$ cat src/rtl/rst_sequencer.sv
// Staged reset release: turns one synchronous reset into per-stage resets
// released in index order, with a soft-reset request that re-runs the sequence.
module rst_sequencer #(
  parameter int NUM_STAGES      = 3,
  parameter int MIN_ASSERT_CLKS = 4,
  parameter int STAGE_GAP_CLKS  = 2
) (
  input  logic                  i_clk,
  input  logic                  i_sync_rst,
  input  logic                  i_soft_rst_req,
  output logic [NUM_STAGES-1:0] o_stage_rst,
  output logic                  o_all_ready,
  output logic                  o_soft_rst_ack
);

  localparam int CMAX = (MIN_ASSERT_CLKS > STAGE_GAP_CLKS) ?
                        MIN_ASSERT_CLKS : STAGE_GAP_CLKS;
  localparam int CW   = $clog2(CMAX + 1);
  localparam int IW   = $clog2(NUM_STAGES + 1);

  typedef enum logic [1:0] {
    HOLD,
    RELEASE,
    READY
  } state_t;

  state_t                state_q, state_d;
  logic [CW-1:0]         cnt_q, cnt_d, cnt_inc;
  logic [IW-1:0]         idx_q, idx_d;
  logic [NUM_STAGES-1:0] stage_q, stage_d;
  logic                  ready_q, ready_d;
  logic                  ack_q, ack_d;
  logic                  req_q;

  // Next-state: soft request acts as a level reset, otherwise count clean edges
  always_comb begin
    state_d = state_q;
    cnt_d   = cnt_q;
    idx_d   = idx_q;
    stage_d = stage_q;
    ready_d = ready_q;
    ack_d   = i_soft_rst_req & ~req_q;
    cnt_inc = (cnt_q == CW'(CMAX)) ? cnt_q : cnt_q + 1'b1;
    if (i_soft_rst_req) begin
      stage_d = '1;
      ready_d = 1'b0;
      cnt_d   = '0;
      idx_d   = '0;
      state_d = HOLD;
    end else begin
      unique case (state_q)
        HOLD: begin
          if (cnt_q == CW'(MIN_ASSERT_CLKS - 1)) begin
            stage_d[0] = 1'b0;
            cnt_d      = '0;
            idx_d      = IW'(1);
            state_d    = RELEASE;
          end else begin
            cnt_d = cnt_inc;
          end
        end
        RELEASE: begin
          if (cnt_q == CW'(STAGE_GAP_CLKS - 1)) begin
            cnt_d = '0;
            if (idx_q < IW'(NUM_STAGES)) begin
              for (int i = 0; i < NUM_STAGES; i++)
                if (idx_q == IW'(i)) stage_d[i] = 1'b0;
              idx_d = idx_q + 1'b1;
            end else begin
              ready_d = 1'b1;
              state_d = READY;
            end
          end else begin
            cnt_d = cnt_inc;
          end
        end
        READY: begin
          state_d = READY;
        end
        default: begin
          state_d = HOLD;
        end
      endcase
    end
  end

  // State and output registers; external reset overrides everything
  always_ff @(posedge i_clk) begin
    if (i_sync_rst) begin
      state_q <= HOLD;
      cnt_q   <= '0;
      idx_q   <= '0;
      stage_q <= '1;
      ready_q <= 1'b0;
      ack_q   <= 1'b0;
      req_q   <= 1'b0;
    end else begin
      state_q <= state_d;
      cnt_q   <= cnt_d;
      idx_q   <= idx_d;
      stage_q <= stage_d;
      ready_q <= ready_d;
      ack_q   <= ack_d;
      req_q   <= i_soft_rst_req;
    end
  end

  assign o_stage_rst    = stage_q;
  assign o_all_ready    = ready_q;
  assign o_soft_rst_ack = ack_q;

endmodule

$ cat config.mk
export PLATFORM = sky130hd
export DESIGN_NAME = rst_sequencer
export DESIGN_NICKNAME = d
export VERILOG_FILES = /design/src/rtl/rst_sequencer.sv
export SDC_FILE = /design/constraint.sdc
export NUM_CORES = 1
export LEC_CHECK = 0
export CAP_MARGIN = 20
export CORE_MARGIN = 8
export CORE_UTILIZATION = 45
export DETAILED_ROUTE_END_ITERATION = 12
export HOLD_SLACK_MARGIN = 0.03
export PLACE_DENSITY = 0.66
export SKIP_CTS_REPAIR_TIMING = 1
export SYNTH_ARGS = -nofsm -noshare
export SYNTH_HDL_FRONTEND = slang
export SYNTH_SLANG_ARGS = --single-unit
$ cat constraint.sdc
create_clock -name i_clk -period 2.91 [get_ports i_clk]
set_input_delay 0.7275 -clock i_clk [delete_from_list [all_inputs] [get_ports i_clk]]
set_output_delay 0.7275 -clock i_clk [all_outputs]
set_load 0.02 [all_outputs]
==> results.sh <==
export IMPL_outcome="finished clean"
export IMPL_htree_num_levels=1
export IMPL_synth_ff_latch_count=13
export IMPL_ys_warn_count=0
export IMPL_timing_slew_headroom_pct=61.2
export IMPL_timing_critical_path_arrival_ns=1.22
export IMPL_cap_violations=0
export IMPL_worstSetupEndpointType="primary output"
export IMPL_cts_num_sinks=13
export IMPL_clock_tree_buffer_depth=2
export IMPL_drt_iter0_drc=6
export IMPL_fraction_of_final_layout_cells_with_drive_strength_greater_than_1_pct=12.1
export IMPL_fin_nets=108
export IMPL_area_sequential_sq_um=260
export IMPL_setup_total_negative_slack_ns=0
export IMPL_port_buffers=7
export IMPL_period_share_pct=66.9
export IMPL_antenna_found_initial=0
export IMPL_cts_buffers=3
export IMPL_fp_dieW_microns=57.4
export IMPL_floorplan_initialDensity_pct=46.2
export IMPL_cells_after_synthesis=82
export IMPL_largest_net_degree_at_the_start_of_global_routing=12
export IMPL_grt_overflow=0
export IMPL_cpPeakStageDelay_ns=0.61
export IMPL_postLayoutSetupSlackWorst_ns=0.963
export IMPL_share_clk_of_total_power_pct=33.4
export IMPL_rows=15
export IMPL_grt_pass1_vias=568
export IMPL_finalPower_mw=0.321
export IMPL_clock_skew_ns=0.000921
export IMPL_start_kind="flop"
export IMPL_mean_post_synth_cell_area_sq_um=9.41
export IMPL_post_route_minimum_period_ns=1.95
export IMPL_final_hold_violation_count=0
export IMPL_worst_path_max_delay_cell="sky130_fd_sc_hd__clkdlybuf4s50_1"
export IMPL_slew_at_the_pin_closest_to_its_max_slew_limit_ns=0.583
export IMPL_boundaryPins=8
export IMPL_hp_class="reg -> reg"
export IMPL_synth_net_count=98
export IMPL_critPathTopFamily="buffers and inverters"
export IMPL_antenna_cells=0
export IMPL_report_final_slew_viol_count=0
export IMPL_area_delta_synth_final_pct=14.1
export IMPL_cell_area_after_synthesis_sq_um=772
export IMPL_placed_cells=104
export IMPL_post_route_util_pct=52.7
export IMPL_ctsRootBufferMaster="sky130_fd_sc_hd__clkbuf_4"
export IMPL_place_hpwl_microns=1050
export IMPL_drt_first_pass_iters=3
export IMPL_rsz0062_at_grt="no"
export IMPL_synth_sequential_area_ratio_pct=33.7
export IMPL_finalSetupViolCount=0
export IMPL_critical_path_required_ns=2.18
export IMPL_synthDistinctLibCells=31
export IMPL_postRouteAntennaNets=0
export IMPL_via_count=556
export IMPL_insertion_delay_ns=0.27
export IMPL_comb_power_share_pct=9.5
export IMPL_power_switching_share_pct=22.8
export IMPL_peakVddDrop_v=0.000239
export IMPL_power_internal_mw=0.248
export IMPL_post_route_drc_count=0
export IMPL_criticalPathCategory="reg -> out"
export IMPL_timing_fmax_mhz=514
export IMPL_route_detailed_vias_per_inst=5.15
export IMPL_grt_first_pass_wirelength_microns=2350
export IMPL_layout_cells_non_filler=108
export IMPL_pre_cts_ws_ns=1.04
export IMPL_worst_path_max_fanout=2
export IMPL_core_area_sq_um=1670
export IMPL_totalWireLength_microns=1310
export IMPL_worst_path_buf_inv=1
export IMPL_finalWeightedCongestion=0.765
export IMPL_power_net_switching_mw=0.0733
export IMPL_layout_filler_cells=157
export IMPL_gr_usage_all_layers_pct=8.89
export IMPL_cellPowerDensity_nw_per_um2=365
export IMPL_wl_per_cell_microns=12.1
export IMPL_clock_tree_from_tritoncts="built"
export IMPL_dieHeight_microns=57.4
export IMPL_multi_input_gate_area_sq_um=469
export IMPL_fp_dieArea_sq_um=3300
export IMPL_pwr_share_seq_pct=57.1
export IMPL_static_leakage_power_nw=0.344
export IMPL_clk_pin_slew_ns=0.07
export IMPL_crit_path_cell_trace="clkdlybuf4s50_1"
## stage by stage
stage          hold WS (ns)  instance area [sq um]
2_1_floorplan         0.367                    772
3_3_place_gp          0.376                    855
3_5_place_dp          0.380                    855
4_1_cts               0.391                    881
5_1_grt               0.415                    881
6_report              0.386                    881
## routing by layer
| metal | track usage [%] | part of all wire (%) |
|---|---|---|
| met2 | 13.0 | 43 |
| met1 | 11.2 | 54 |
| met3 | 1.79 | 2.4 |
| met5 | 0 | 0 |
| met4 | 6.43 | 0.69 |
## registers in the layout, summed over array words and instances (netlist names)
register and flops:
o_all_ready 1, o_stage_rst 3, o_soft_rst_ack 1, cnt_q 3, req_q 1, idx_q 2, state_q 2
## power groups by stage
| stage | Sequential [mW] | Combinational [mW] | Clock [mW] |
|---|---|---|---|
| after global routing | 0.184 | 0.0348 | 0.122 |
| after CTS | 0.184 | 0.0308 | 0.114 |
| after detailed placement | 0.188 | 0.0306 | 0 |
| after global placement | 0.188 | 0.0304 | 0 |
| after floorplan | 0.188 | 0.0209 | 0 |
| final | 0.183 | 0.0305 | 0.107 |
## final cells by class
cell class	instances	share of cell area, %
clock buffers	4	2.98
inverters	9	3.84
multi-input cells	58	53.3
flip-flops and latches	13	29.5
well taps	17	2.41
repair buffers	7	7.95
## synthesized netlist by cell type
master | n | area share, %
sky130_fd_sc_hd__nand4_1 | 1 | 0.81
sky130_fd_sc_hd__and2_1 | 1 | 0.81
sky130_fd_sc_hd__nand2b_1 | 1 | 0.81
sky130_fd_sc_hd__o22ai_1 | 1 | 0.81
sky130_fd_sc_hd__nor2b_1 | 2 | 1.6
sky130_fd_sc_hd__nor3_2 | 1 | 1.3
sky130_fd_sc_hd__a21oi_1 | 3 | 1.9
sky130_fd_sc_hd__nand3_1 | 2 | 1.3
sky130_fd_sc_hd__buf_2 | 1 | 0.65
sky130_fd_sc_hd__a21o_2 | 1 | 1.1
sky130_fd_sc_hd__nand2_1 | 5 | 2.4
sky130_fd_sc_hd__a21o_1 | 2 | 1.9
sky130_fd_sc_hd__nor2_1 | 8 | 3.9
sky130_fd_sc_hd__ha_1 | 13 | 21
sky130_fd_sc_hd__a41oi_1 | 1 | 1.1
sky130_fd_sc_hd__nor3b_1 | 1 | 0.97
sky130_fd_sc_hd__and3_1 | 1 | 0.81
sky130_fd_sc_hd__nand2b_4 | 1 | 1.8
sky130_fd_sc_hd__o221a_2 | 1 | 1.5
sky130_fd_sc_hd__or2_2 | 1 | 0.81
sky130_fd_sc_hd__inv_1 | 9 | 4.4
sky130_fd_sc_hd__dfxtp_1 | 13 | 34
sky130_fd_sc_hd__a22o_2 | 1 | 1.3
sky130_fd_sc_hd__o31ai_1 | 4 | 3.9
sky130_fd_sc_hd__xnor2_1 | 1 | 1.1
sky130_fd_sc_hd__clkbuf_1 | 1 | 0.49
sky130_fd_sc_hd__and2b_4 | 1 | 1.3
sky130_fd_sc_hd__o21a_1 | 1 | 0.97
sky130_fd_sc_hd__o21ai_0 | 1 | 0.65
sky130_fd_sc_hd__a2111oi_4 | 1 | 3.6
sky130_fd_sc_hd__a221oi_1 | 1 | 1.1
## kinds of logic after synthesis
group / count (synthesis) / synth area share, %
xor+xnor: 1 / 1.13
fa+ha+maj: 13 / 21.1
buf+inv: 11 / 5.51
flops: 13 / 33.7
simple gates: 26 / 18.6
compound gates: 18 / 19.9
## layout by cell type, fill, tap and decap left out, drive strengths merged, types with 2 or more instances in the layout
cell type / Yosys / final
inv: 9 / 9
clkbuf: 1 / 4
a21o: 3 / 3
nand2: 5 / 5
nand3: 2 / 2
o31ai: 4 / 4
ha: 13 / 13
nor2b: 2 / 2
dfxtp: 13 / 13
nand2b: 2 / 2
a21oi: 3 / 3
clkdlybuf4s50: 0 / 7
nor2: 8 / 8
## worst paths after layout
check | from | to | slack (ns) | cells past startpoint
hold reg to reg | req_q | o_soft_rst_ack | 0.39 | 1
setup / recovery | o_all_ready | o_all_ready | 0.96 | 1
hold / removal | req_q | o_soft_rst_ack | 0.39 | 1
setup reg to reg | cnt_q[0] | state_q[0] | 1.13 | 6
(Power assumes the default switching activity.)
==> RTL change: new RTL, same flow settings <==
Set the parameter `NUM_STAGES` to 2 (it was 3).
--- a/src/rtl/rst_sequencer.sv
+++ b/src/rtl/rst_sequencer.sv
@@ -1,7 +1,7 @@
 // Staged reset release: turns one synchronous reset into per-stage resets
 // released in index order, with a soft-reset request that re-runs the sequence.
 module rst_sequencer #(
-  parameter int NUM_STAGES      = 3,
+  parameter int NUM_STAGES      = 2,
   parameter int MIN_ASSERT_CLKS = 4,
   parameter int STAGE_GAP_CLKS  = 2
 ) (
Ports: changed (resized o_stage_rst); port bits go from 8 to 7. No check against the original RTL was run, so the function may have changed too.
==> RTL change against the unedited design <==
- critical path depth did not move
- design area fell by 6.8%
- total power rose by 3.9%
- fmax rose by 0.26%
- wire length fell by 5.0%
- synthesized area fell by 7.3%
- sequential cell count fell by 1
- setup slack improved by 0.0050 ns
- count of clock-buffer cells in the layout did not move
- sequential share of layout area fell by 0.28 points
- largest cell class unchanged
- largest power group unchanged
==> RTL change: results (changes against the unedited design) <==
.. list-table::
   :header-rows: 1

   * - Metric
     - Value
   * - Pre-CTS setup slack
     - 0.893 ns (-0.151 ns)
   * - Placed cell count
     - 98 (-5.8%)
   * - Post-layout instance count excluding filler cells
     - 102 (-5.6%)
   * - Register area share after synthesis
     - 0.336 (-0.00145)
   * - Reported leakage power
     - 0.323 nW (-6.1%)
   * - Overall routed net length
     - 1240 um (-5.0%)
   * - GRT Total Usage
     - 0.0885 (-0.000456)
   * - Relative max-transition margin
     - 0.689 (+0.0770)
   * - Gp weighted congestion
     - 0.774 (+1.1%)
   * - First-pass GRT wire length
     - 2300 um (-2.3%)
   * - 1st-iter DRT viols
     - 14 (+8)
   * - Half-perimeter wire length after placement
     - 935 um (-11%)
   * - Outcome
     - finished, final reports clean
   * - Layout cells sized above 1
     - 0.105 (-0.0162)
   * - Number of detailed-routing iterations run before antenna repair
     - 4 (+1)
   * - Vias after detailed routing
     - 537 (-3.4%)
   * - Average cell area after synthesis
     - 9.18 um2 (-2.5%)
   * - Number of distinct library cells after synthesis
     - 33 (+6.5%)
   * - Placed cell area
     - 785 um2 (-8.2%)
   * - Max rail drop VDD
     - 0.273 mV (+14%)
   * - Via count of the first global-routing pass
     - 529 (-6.9%)
   * - Maximum number of pins on one net before global-route repair
     - 10 (-2)
   * - Fraction of the mapped netlist area in compound gates
     - 0.220 (+0.0209)
   * - Share of cell area taken by muxes after synthesis
     - 0.0280 (+0.0280)
   * - Final setup skew
     - 0.0105 ns (+0.00960 ns)
RTL change: cell types whose count changed in the layout (fill, tap and decap cells not counted), moves of 2 or more:
cell / unedited run / this run
sky130_fd_sc_hd__mux2i_1: 0 / 2
sky130_fd_sc_hd__o21ai_0: 1 / 3
sky130_fd_sc_hd__o31ai_1: 4 / 0
sky130_fd_sc_hd__nand2_1: 5 / 1
sky130_fd_sc_hd__ha_1: 13 / 10
sky130_fd_sc_hd__a21oi_1: 3 / 5
RTL change: cells by family (layout without fill, tap and decap cells):
kind of cell             after synthesis  in the layout
adder cells (fa/ha/maj)               10             10
buffers and inverters                 12             20
XOR/XNOR                               1              1
flip-flops                            12             12
AO/OA/AOI/OAI                         21             21
multiplexers                           2              2
AND/OR/NAND/NOR                       20             20
RTL change: final timing paths:
| check | slack [ns] | end |
|---|---|---|
| worst min-delay path | 0.41 | o_soft_rst_ack |
| worst min register to register | 0.41 | o_soft_rst_ack |
| worst max-delay path | 0.97 | o_all_ready |
| worst max register to register | 1.20 | state_q[1] |
RTL change: metal layers:
| layer | GRT usage | up-vias | share of wire |
|---|---|---|---|
| met5 | 0 | - | 0 |
| met4 | 0.0412 | 0 | 0.020 |
| met3 | 0.0525 | 5 | 0.065 |
| met2 | 0.119 | 9 | 0.40 |
| met1 | 0.108 | 239 | 0.52 |
| li1 | - | 284 | - |
RTL change: layout make-up:
type	count	area [um2]	area share
clock buffers	4	36.3	0.0442
multi-input cells	54	427	0.520
flip-flops and latches	12	240	0.293
inverters	10	37.5	0.0457
well taps	16	20.0	0.0244
repair buffers	6	60.1	0.0732
RTL change: power breakdown:
group / switching (mW) / internal, mW / leakage [nW]
Combinational: 0.0157 / 0.0152 / 0.205
Sequential: 0.00258 / 0.167 / 0.0975
Clock: 0.0569 / 0.0761 / 0.0210
